### src/rtl/rf_wb_arbiter_pkg.sv
// Shared register-file constants and arbiter helpers for rf_wb_arbiter.
// Build option: RF_WB_RR_EN selects round-robin instead of fixed priority.
package rf_wb_arbiter_pkg;

  localparam int RF_AW = 4;
  localparam int RF_DW = 32;

  function automatic int wrap_inc(input int i, input int n);
    return (i + 1 >= n) ? 0 : i + 1;
  endfunction

endpackage

### src/rtl/rf_wb_arbiter_if.sv
// Writeback request bus, rf16 write port and hazard lines.
// Build option: RF_WB_RR_EN (arbitration policy, no effect on this bundle).
interface rf_wb_arbiter_if
  import rf_wb_arbiter_pkg::*;
#(
  parameter int NREQ = 4,
  parameter int AW   = RF_AW,
  parameter int DW   = RF_DW
);

  logic [NREQ-1:0]    req_valid;
  logic [NREQ*AW-1:0] req_waddr;
  logic [NREQ*DW-1:0] req_wdata;
  logic [NREQ-1:0]    req_ready;
  logic               rf_busy;
  logic [AW-1:0]      r0addr;
  logic [AW-1:0]      r1addr;
  logic               rf_wea;
  logic [AW-1:0]      rf_waddr;
  logic [DW-1:0]      rf_wdata;
  logic               r0_hazard;
  logic               r1_hazard;

  modport master (
    output req_valid, req_waddr, req_wdata,
    output rf_busy, r0addr, r1addr,
    input  req_ready, rf_wea, rf_waddr, rf_wdata,
    input  r0_hazard, r1_hazard
  );

  modport slave (
    input  req_valid, req_waddr, req_wdata,
    input  rf_busy, r0addr, r1addr,
    output req_ready, rf_wea, rf_waddr, rf_wdata,
    output r0_hazard, r1_hazard
  );

endinterface

### src/rtl/rr_arbiter.sv
// One-hot grant from a request vector, gated by an enable.
// RF_WB_RR_EN defined: round-robin with pointer; else fixed lowest-index priority.
module rr_arbiter
  import rf_wb_arbiter_pkg::*;
#(
  parameter int NREQ = 4
) (
  input  logic            clk,
  input  logic            reset,
  input  logic [NREQ-1:0] i_req,
  input  logic            i_en,
  output logic [NREQ-1:0] o_gnt
);

`ifdef RF_WB_RR_EN
  localparam int PW = (NREQ > 1) ? $clog2(NREQ) : 1;

  logic [PW-1:0] r_ptr;
  logic [PW-1:0] w_nxt;

  always_comb begin : search
    int   j;
    logic found;
    o_gnt = '0;
    w_nxt = r_ptr;
    found = 1'b0;
    j     = 0;
    for (int k = 0; k < NREQ; k++) begin
      j = int'(r_ptr) + k;
      if (j >= NREQ) j = j - NREQ;
      if (!found && i_en && i_req[j]) begin
        found    = 1'b1;
        o_gnt[j] = 1'b1;
        w_nxt    = PW'(wrap_inc(j, NREQ));
      end
    end
  end

  // Pointer only moves on an actual grant
  always_ff @(posedge clk or posedge reset) begin
    if (reset)
      r_ptr <= '0;
    else if (|o_gnt)
      r_ptr <= w_nxt;
  end
`else
  wire w_unused = clk ^ reset;

  always_comb begin
    o_gnt = '0;
    for (int k = NREQ - 1; k >= 0; k--) begin
      if (i_en && i_req[k]) begin
        o_gnt    = '0;
        o_gnt[k] = 1'b1;
      end
    end
  end
`endif

endmodule

### src/rtl/rf_wb_arbiter.sv
// Shares the rf16 write port among NREQ writeback requesters.
// Build option: RF_WB_RR_EN selects round-robin arbitration (see rr_arbiter).
module rf_wb_arbiter
  import rf_wb_arbiter_pkg::*;
#(
  parameter int NREQ = 4,
  parameter int AW   = RF_AW,
  parameter int DW   = RF_DW
) (
  input logic              clk,
  input logic              reset,
  rf_wb_arbiter_if.slave   bus
);

  logic          r_wb_valid;
  logic [AW-1:0] r_wb_waddr;
  logic [DW-1:0] r_wb_wdata;

  logic            w_can_acc;
  logic            w_en;
  logic            w_acc;
  logic [NREQ-1:0] w_gnt;
  logic [AW-1:0]   w_addr;
  logic [DW-1:0]   w_data;
  logic            w_h0;
  logic            w_h1;

  // Empty, or the held entry drains this cycle
  assign w_can_acc = !r_wb_valid || !bus.rf_busy;
  assign w_en      = w_can_acc && !reset;

  rr_arbiter #(.NREQ(NREQ)) u_arb (
    .clk   (clk),
    .reset (reset),
    .i_req (bus.req_valid),
    .i_en  (w_en),
    .o_gnt (w_gnt)
  );

  assign bus.req_ready = w_gnt;
  assign w_acc         = |w_gnt;

  always_comb begin
    w_addr = '0;
    w_data = '0;
    for (int i = 0; i < NREQ; i++) begin
      if (w_gnt[i]) begin
        w_addr = bus.req_waddr[i*AW +: AW];
        w_data = bus.req_wdata[i*DW +: DW];
      end
    end
  end

  always_ff @(posedge clk or posedge reset) begin
    if (reset) begin
      r_wb_valid <= 1'b0;
      r_wb_waddr <= '0;
      r_wb_wdata <= '0;
    end else if (w_acc) begin
      r_wb_valid <= 1'b1;
      r_wb_waddr <= w_addr;
      r_wb_wdata <= w_data;
    end else if (!bus.rf_busy) begin
      r_wb_valid <= 1'b0;
    end
  end

  assign bus.rf_wea   = r_wb_valid && !bus.rf_busy;
  assign bus.rf_waddr = r_wb_waddr;
  assign bus.rf_wdata = r_wb_wdata;

  always_comb begin
    w_h0 = r_wb_valid && (bus.r0addr == r_wb_waddr);
    w_h1 = r_wb_valid && (bus.r1addr == r_wb_waddr);
    for (int i = 0; i < NREQ; i++) begin
      if (bus.req_valid[i] && bus.r0addr == bus.req_waddr[i*AW +: AW])
        w_h0 = 1'b1;
      if (bus.req_valid[i] && bus.r1addr == bus.req_waddr[i*AW +: AW])
        w_h1 = 1'b1;
    end
  end

  assign bus.r0_hazard = w_h0 && !reset;
  assign bus.r1_hazard = w_h1 && !reset;

endmodule

### src/flat_wrapper.sv
// flat-port wrapper written by rule: the top's interface ports become plain ports
module rf_wb_arbiter_flat import rf_wb_arbiter_pkg::*;
#(
  parameter int NREQ = 4,
  parameter int AW   = RF_AW,
  parameter int DW   = RF_DW
)
  (clk, reset, bus_req_valid, bus_req_waddr, bus_req_wdata, bus_rf_busy, bus_r0addr, bus_r1addr, bus_req_ready, bus_rf_wea, bus_rf_waddr, bus_rf_wdata, bus_r0_hazard, bus_r1_hazard);
  rf_wb_arbiter_if #(.NREQ(NREQ), .AW(AW), .DW(DW)) bus_i ();
  input logic clk;
  input logic reset;
  input wire logic [$bits(bus_i.req_valid)-1:0] bus_req_valid;
  input wire logic [$bits(bus_i.req_waddr)-1:0] bus_req_waddr;
  input wire logic [$bits(bus_i.req_wdata)-1:0] bus_req_wdata;
  input wire logic [$bits(bus_i.rf_busy)-1:0] bus_rf_busy;
  input wire logic [$bits(bus_i.r0addr)-1:0] bus_r0addr;
  input wire logic [$bits(bus_i.r1addr)-1:0] bus_r1addr;
  output wire logic [$bits(bus_i.req_ready)-1:0] bus_req_ready;
  output wire logic [$bits(bus_i.rf_wea)-1:0] bus_rf_wea;
  output wire logic [$bits(bus_i.rf_waddr)-1:0] bus_rf_waddr;
  output wire logic [$bits(bus_i.rf_wdata)-1:0] bus_rf_wdata;
  output wire logic [$bits(bus_i.r0_hazard)-1:0] bus_r0_hazard;
  output wire logic [$bits(bus_i.r1_hazard)-1:0] bus_r1_hazard;
  assign bus_i.req_valid = bus_req_valid;
  assign bus_i.req_waddr = bus_req_waddr;
  assign bus_i.req_wdata = bus_req_wdata;
  assign bus_i.rf_busy = bus_rf_busy;
  assign bus_i.r0addr = bus_r0addr;
  assign bus_i.r1addr = bus_r1addr;
  assign bus_req_ready = bus_i.req_ready;
  assign bus_rf_wea = bus_i.rf_wea;
  assign bus_rf_waddr = bus_i.rf_waddr;
  assign bus_rf_wdata = bus_i.rf_wdata;
  assign bus_r0_hazard = bus_i.r0_hazard;
  assign bus_r1_hazard = bus_i.r1_hazard;
  rf_wb_arbiter #(.NREQ(NREQ), .AW(AW), .DW(DW)) u_core (.clk(clk), .reset(reset), .bus(bus_i));
endmodule
### config.mk
export PLATFORM = sky130hd
export DESIGN_NAME = rf_wb_arbiter_flat
export DESIGN_NICKNAME = d
export VERILOG_FILES = /design/src/rtl/rf_wb_arbiter_pkg.sv /design/src/rtl/rf_wb_arbiter_if.sv /design/src/rtl/rr_arbiter.sv /design/src/rtl/rf_wb_arbiter.sv /design/src/flat_wrapper.sv
export SDC_FILE = /design/constraint.sdc
export NUM_CORES = 1
export LEC_CHECK = 0
export BUFFER_PORTS_ARGS = -buffer_cell sky130_fd_sc_hd__buf_2
export CAP_MARGIN = 20
export CORE_UTILIZATION = 45
export CTS_CLUSTER_SIZE = 25
export DETAILED_ROUTE_END_ITERATION = 8
export GPL_TIMING_DRIVEN = 0
export PLACE_DENSITY = 0.95
export SLEW_MARGIN = 25
export SYNTH_ARGS = -nofsm -noshare
export SYNTH_HDL_FRONTEND = slang
export SYNTH_SLANG_ARGS = --single-unit
### constraint.sdc
create_clock -name clk -period 2.3 [get_ports clk]
set_input_delay 0.46 -clock clk [delete_from_list [all_inputs] [get_ports clk]]
set_output_delay 0.46 -clock clk [all_outputs]
set_load 0.02 [all_outputs]
==> metrics.md, run 1 <==
| Metric | Value |
|---|---|
| Status | `finished clean` |
| Worst Max-Slew Pin Slew | `0.490 ns` |
| Max VDD drop | `304 uV` |
| Vias per cell | `5.59` |
| Fin. Hold Viols | `0` |
| Count leader, synth | `dfrtp_1` |
| Via count | `3,221` |
| Main combinational cell family by area after synthesis | `compound AO/OA/AOI/OAI gates` |
| FILL cells | `512` |
| Peak Freq | `456 MHz` |
| Post-synth top area share | `0.322` |
| Routability cong. | `0.914` |
| Root Driver | `clkbuf_8` |
| TritonCTS buffer count | `5` |
| Final nets | `661` |
| Pwr/cell area | `537 nW/um^2` |
| Sink Count | `37` |
| Synth Area per Inst | `9.53 sq um` |
| Reg2reg setup slack | `0.71 ns` |
| Rows | `28` |
| Clock transition at path regs | `0.07 ns` |
| Crit path max fanout | `10` |
| Post-synthesis mux area share | `0` |
| Initial antenna violation count | `0` |
| Fin Hold WS | `0.208 ns` |
| Distinct cells, synth | `32` |
| RSZ-0062 raised after global routing | `no` |
| Critical Path End Type | `output pin` |
| Synth Net Count | `461` |
| Synth area leaders | `dfrtp_1, a221oi_2, xor2_1, a22oi_1, o21ai_1` |
| Post-CTS Hold Buffers | `0` |
| Complex-gate fraction of the synthesized area | `0.361` |
| Critical path arrival | `1.73 ns` |
| Buffers on Ports | `192` |
| Skew-Pair Late Insertion Delay | `0.29 ns` |
| P&R area growth vs syn | `40.3%` |
| Total gr overflow | `0` |
| Core ar. | `6060 sq um` |
| ANT cells | `0` |
| Final Cycle Share | `0.953` |
| Antenna viol nets, final | `0` |
| Placed Instances | `570` |
| Slew Limit Fails | `0` |
| WP data required | `1.84 ns` |
| Critical path type | `reg2out` |
| Final Setup Violations | `0` |
| Synth Register Bits | `37` |
| Avg WL per Cell | `16.6 microns` |
| Share of cells above drive strength 1 | `0.511` |
| Hpwl dp | `7590 microns` |
| Min cycle time layout | `2.19 ns` |
| Pre-antenna DRT Iters | `5` |
| RR Startpoint | `u_core.r_wb_valid` |
| Vias in the first global route | `3,056` |
| Top Ports | `202` |
| Die area | `6720 sq um` |
| TritonCTS clock tree | `yes` |
| H-tree depth | `2` |
| Nature of the critical path startpoint | `register` |
| Mapped Cells | `302` |
| R2r endpoint | `u_core.bus.rf_wdata[14]` |
| Total wire length | `9570 microns` |
| EDFF count, synth | `0` |
| Chip width | `82.0 microns` |
| Cell Area, Synth | `2880 sq um` |
| Seq/Total Area, Yosys | `0.322` |
| Synth Flop Type | `dfrtp_1` |
| Area of the multi-input gates | `1710 sq um` |
| Layout Cells excl Fill | `576` |
| Clock buffer depth | `2` |
| Post-synth ARST share | `1.00` |
| Largest net degree at the start of global routing | `22` |
| Yosys Warn Count | `0` |
| Post-Synth Adder-Cell Area | `0` |
| Hold Crit Class | `in2async` |
| All-Layer GR Usage | `0.283` |
| DRT iter0 DRCs | `182` |
| Register-to-Register Path Depth | `6` |
| First-pass GRT wire length | `14,200 microns` |
| Setup bufs post-CTS | `0` |
| Die height | `82.0 microns` |
| Yosys top cell by area | `dfrtp_1` |
| Sequential cell area | `926 sq um` |
| Initial core utilization | `0.475` |
| Maximum capacitance violations | `0` |
| Commonest cells in the netlist | `dfrtp_1, nor2_1, a22oi_1` |
| Remaining DRCs | `0` |
| Worst slew margin | `0.673` |
| Lkg Pwr | `2.00 nW` |
| Synth Area in XOR/XNOR | `0.122` |
| Final Skew | `0.0104 ns` |
| Setup TNS | `0 ns` |
| Area share of and/or/nand/nor cells after synthesis | `0.113` |
==> how the worst max path moves through the flow <==
stage / depth (start not counted) / to / startpoint / slack [ns]
floorplan: 6 / bus_r1_hazard / bus_r1addr[2] / 0.29
global placement: 7 / bus_r0_hazard / bus_req_valid[0] / 0.10
detailed placement: 7 / bus_r0_hazard / bus_req_valid[0] / 0.11
CTS: 5 / bus_req_ready[3] / u_core.r_wb_valid / 0.03
global route: 5 / bus_req_ready[2] / u_core.r_wb_valid / 0.008
finish: 5 / bus_req_ready[2] / u_core.r_wb_valid / 0.11
==> layer usage <==
layer	part of all wire	track usage	up-vias
li1	-	-	1537
met1	0.40	0.332	1514
met2	0.53	0.522	159
met3	0.062	0.0533	11
met4	0.010	0.0719	0
met5	0	0	-
==> power by group <==
group          internal [W]  leakage (nW)  total (W)  switching [W]
Clock              0.000199        0.0399   0.000420       0.000221
Sequential         0.000770         0.452   0.000854      0.0000837
Combinational      0.000389          1.50   0.000894       0.000506
Total               0.00136          2.00    0.00217       0.000810
==> per-stage QoR <==
stage                     area [sq um]   util  power [W]  setup WS, ns
after global routing              4040  0.666    0.00229       0.00848
after detailed placement          3960  0.653    0.00176         0.112
after global placement            3930  0.649    0.00172         0.100
after CTS                         4030  0.666    0.00218        0.0322
after floorplan                   2880      -    0.00137         0.288
final                             4040  0.666    0.00217         0.107
==> cell usage in the layout (no fill, tap or decap) <==
cell,netlist,final
and3b_1,1,1
a21oi_1,4,4
nand2b_1,4,4
clkbuf_2,0,1
and2_4,1,1
a21oi_4,1,1
buf_12,3,3
nor2b_4,1,1
a221oi_1,3,3
buf_4,5,5
xnor2_1,10,10
clkbuf_8,0,5
clkbuf_4,0,1
nand2_1,15,15
nand3_2,1,1
buf_6,4,4
a221oi_2,29,29
o41ai_4,1,1
clkbuf_1,13,12
inv_2,1,2
a22oi_1,32,32
buf_2,8,199
o21ai_0,9,9
dfrtp_1,37,37
clkinv_2,0,1
o221ai_1,4,4
buf_16,0,1
and3_1,1,1
nor2b_1,1,1
xor2_1,30,30
nor3_1,6,6
o21ai_1,31,31
nand3_1,2,2
nor2_1,33,33
a31oi_1,6,6
nor4_1,4,4
==> final cells by class <==
| class | count | share of cell area |
|---|---|---|
| Tap cell | 75 | 0.0232 |
| Sequential cell | 37 | 0.229 |
| Timing Repair Buffer | 193 | 0.245 |
| Clock inverter | 1 | 0.00124 |
| Multi-Input combinational cell | 230 | 0.424 |
| Inverter | 2 | 0.00186 |
| Buffer | 33 | 0.0583 |
| Clock buffer | 5 | 0.0170 |
==> kinds of logic after synthesis <==
family                 Yosys count
AND/OR/NAND/NOR                 70
AO/OA/AOI/OAI                  120
XOR/XNOR                        40
flip-flops                      37
buffers and inverters           35
==> what timing repair did <==
item / 4_1_cts / 5_1_grt
endpoints found under the hold margin: 0 / 0
setup endpoints to repair: 0 / 3
gates resized for setup: 0 / 3
==> registers in the layout (all words and copies together), names as in the netlist <==
register,cells
u_core.r_wb_valid,1
u_core.bus.rf_waddr,4
u_core.bus.rf_wdata,32
==> critical path: stages (launching register included) <==
cell	delay, ns
dfrtp_1	0.45
a21oi_4	0.23
nand3_2	0.18
inv_2	0.16
buf_4	0.23
buf_2	0.19
Power figures use the tool's default switching activity.
==> run 2, diff against run 1 <==
--- a/config.mk
+++ b/config.mk
@@ -12,6 +12,7 @@
 export DETAILED_ROUTE_END_ITERATION = 8
 export GPL_TIMING_DRIVEN = 0
 export PLACE_DENSITY = 0.95
+export RECOVER_POWER = 50
 export SLEW_MARGIN = 25
 export SYNTH_ARGS = -nofsm -noshare
 export SYNTH_HDL_FRONTEND = slang
==> constraint.sdc (replaced) <==
create_clock -name clk -period 2.3 [get_ports clk]
set_input_delay 0.345 -clock clk [delete_from_list [all_inputs] [get_ports clk]]
set_output_delay 0.345 -clock clk [all_outputs]
set_load 0.02 [all_outputs]
==> run 2 against run 1 <==
Compared with the run above:
- critical path depth stayed put
- highest routed layer unchanged
- clock power hardly changed
- total power is 0.94% lower
- sequential cell count stayed put
- setup slack better by 0.051 ns
- cell count stayed put
- sequential power hardly changed
- fmax is 2.4% higher
- combinational power is 2.8% lower
==> metrics.md, run 2 (synthesized netlist as in run 1, its figures left out) <==
| Metric | Value |
|---|---|
| Status | `finished clean` |
| Remaining DRCs | `0` |
| Nature of the critical path startpoint | `register` |
| Pre-CTS WS | `0.342 ns` |
| TritonCTS buffer count | `5` |
| Pre-antenna DRT Iters | `4` |
| Final nets | `661` |
| Maximum capacitance violations | `0` |
| Die height | `82.0 microns` |
| Peak Freq | `467 MHz` |
| Worst Max-Slew Pin Slew | `1.22 ns` |
| Pwr/cell area | `539 nW/um^2` |
| Worst slew margin | `0.184` |
| Max reg flops | `32` |
| Skew-Pair Late Insertion Delay | `0.29 ns` |
| H-tree depth | `2` |
| Vias in the first global route | `3,056` |
| Final worst slack | `0.158 ns` |
| Most common cell after layout, fill and taps aside | `buf_2` |
| Final core utilization | `0.657` |
| Final Cycle Share | `0.931` |
| Initial antenna violation count | `0` |
| Core ar. | `6060 sq um` |
| Hpwl dp | `7590 microns` |
| Rows | `28` |
| Post-CTS resize count | `0` |
| Post-CTS Hold Buffers | `0` |
| Routability cong. | `0.914` |
| Setup bufs post-CTS | `0` |
| Fin. Hold Viols | `0` |
| Highest-count cells in the layout ignoring fill and taps | `buf_2, dfrtp_1, clkbuf_1` |
| Buffers on Ports | `192` |
| Top Ports | `202` |
| RR Startpoint | `u_core.r_wb_valid` |
| Die area | `6720 sq um` |
| Critical path type | `reg2out` |
| Fin Hold WS | `0.209 ns` |
| Largest net degree at the start of global routing | `22` |
| Min cycle time layout | `2.14 ns` |
| Placed Instances | `570` |
| Share of cells above drive strength 1 | `0.461` |
| Total wire length | `9620 microns` |
| WP data required | `1.96 ns` |
| Final Skew | `0.00950 ns` |
| Critical path startpoint | `u_core.r_wb_valid` |
| Initial core utilization | `0.475` |
| Avg WL per Cell | `16.7 microns` |
| All-Layer GR Usage | `0.283` |
| Max VDD drop | `297 uV` |
| Antenna viol nets, final | `0` |
| DRT iter0 DRCs | `164` |
| P&R area growth vs syn | `38.4%` |
| Crit path max fanout | `10` |
| Root Driver | `clkbuf_8` |
| Sink Count | `37` |
| Clock buffer depth | `2` |
| Critical path arrival | `1.80 ns` |
| Via count | `3,212` |
| RSZ-0062 raised after global routing | `no` |
| Hold Crit Class | `in2async` |
| Critical Path End Type | `output pin` |
| Clock transition at path regs | `0.06 ns` |
| Lkg Pwr | `1.91 nW` |
| FILL cells | `533` |
| Setup TNS | `0 ns` |
| Vias per cell | `5.58` |
| TritonCTS clock tree | `yes` |
| First-pass GRT wire length | `14,200 microns` |
| Layout Cells excl Fill | `576` |
| ANT cells | `0` |
| Slew Limit Fails | `0` |
| Chip width | `82.0 microns` |
| Total gr overflow | `0` |
| Final Setup Violations | `0` |
-- run 2: cell types whose count changed in the layout (fill, tap and decap cells not counted), sizes merged --
cell / before / now
clkbuf: 19 / 41
buf: 212 / 190
-- run 2: layout make-up --
cell class | count | area (sq um) | area share
tap | 75 | 93.8 | 0.0236
inverter | 2 | 7.51 | 0.00189
timing repair buffer | 193 | 937 | 0.235
buffer | 33 | 231 | 0.0581
sequential | 37 | 926 | 0.232
clock inverter | 1 | 5.00 | 0.00126
clock buffer | 5 | 68.8 | 0.0173
multi-input combinational | 230 | 1710 | 0.430
-- run 2: path summary, 6_finish.rpt --
check,end,slack (ns),cells after the start
min in group clk,u_core.bus.rf_wdata[4],0.29,3
min reg2reg,u_core.bus.rf_wdata[30],0.49,2
max reg2reg,u_core.bus.rf_wdata[3],0.70,6
min,u_core.bus.rf_wdata[29],0.21,2
max,bus_req_ready[3],0.16,5
max in group asynchronous,u_core.bus.rf_waddr[3],0.56,3
-- run 2: critical path, stage by stage, from the launching register on --
cell	delay, ns
dfrtp_1	0.45
a21oi_4	0.25
and3_1	0.17
buf_2	0.16
buf_2	0.26
buf_2	0.21
-- run 2: per-layer routing --
layer,global-route usage,wire [microns],vias to the layer above
li1,-,-,1531
met1,0.332,3910,1522
met4,0.0719,95,0
met5,0,0,-
met2,0.522,5080,148
met3,0.0533,536,11
-- run 2: per-stage QoR --
stage,power (W),instance area [sq um]
5_1_grt,0.00227,3980
3_5_place_dp,0.00176,3960
2_1_floorplan,0.00137,2880
6_report,0.00215,3980
3_3_place_gp,0.00172,3930
4_1_cts,0.00218,4030
-- run 2: where the power goes --
group          internal [W]  switching, W
sequential         0.000770     0.0000861
clock              0.000199      0.000223
combinational      0.000364      0.000505
total               0.00133      0.000814
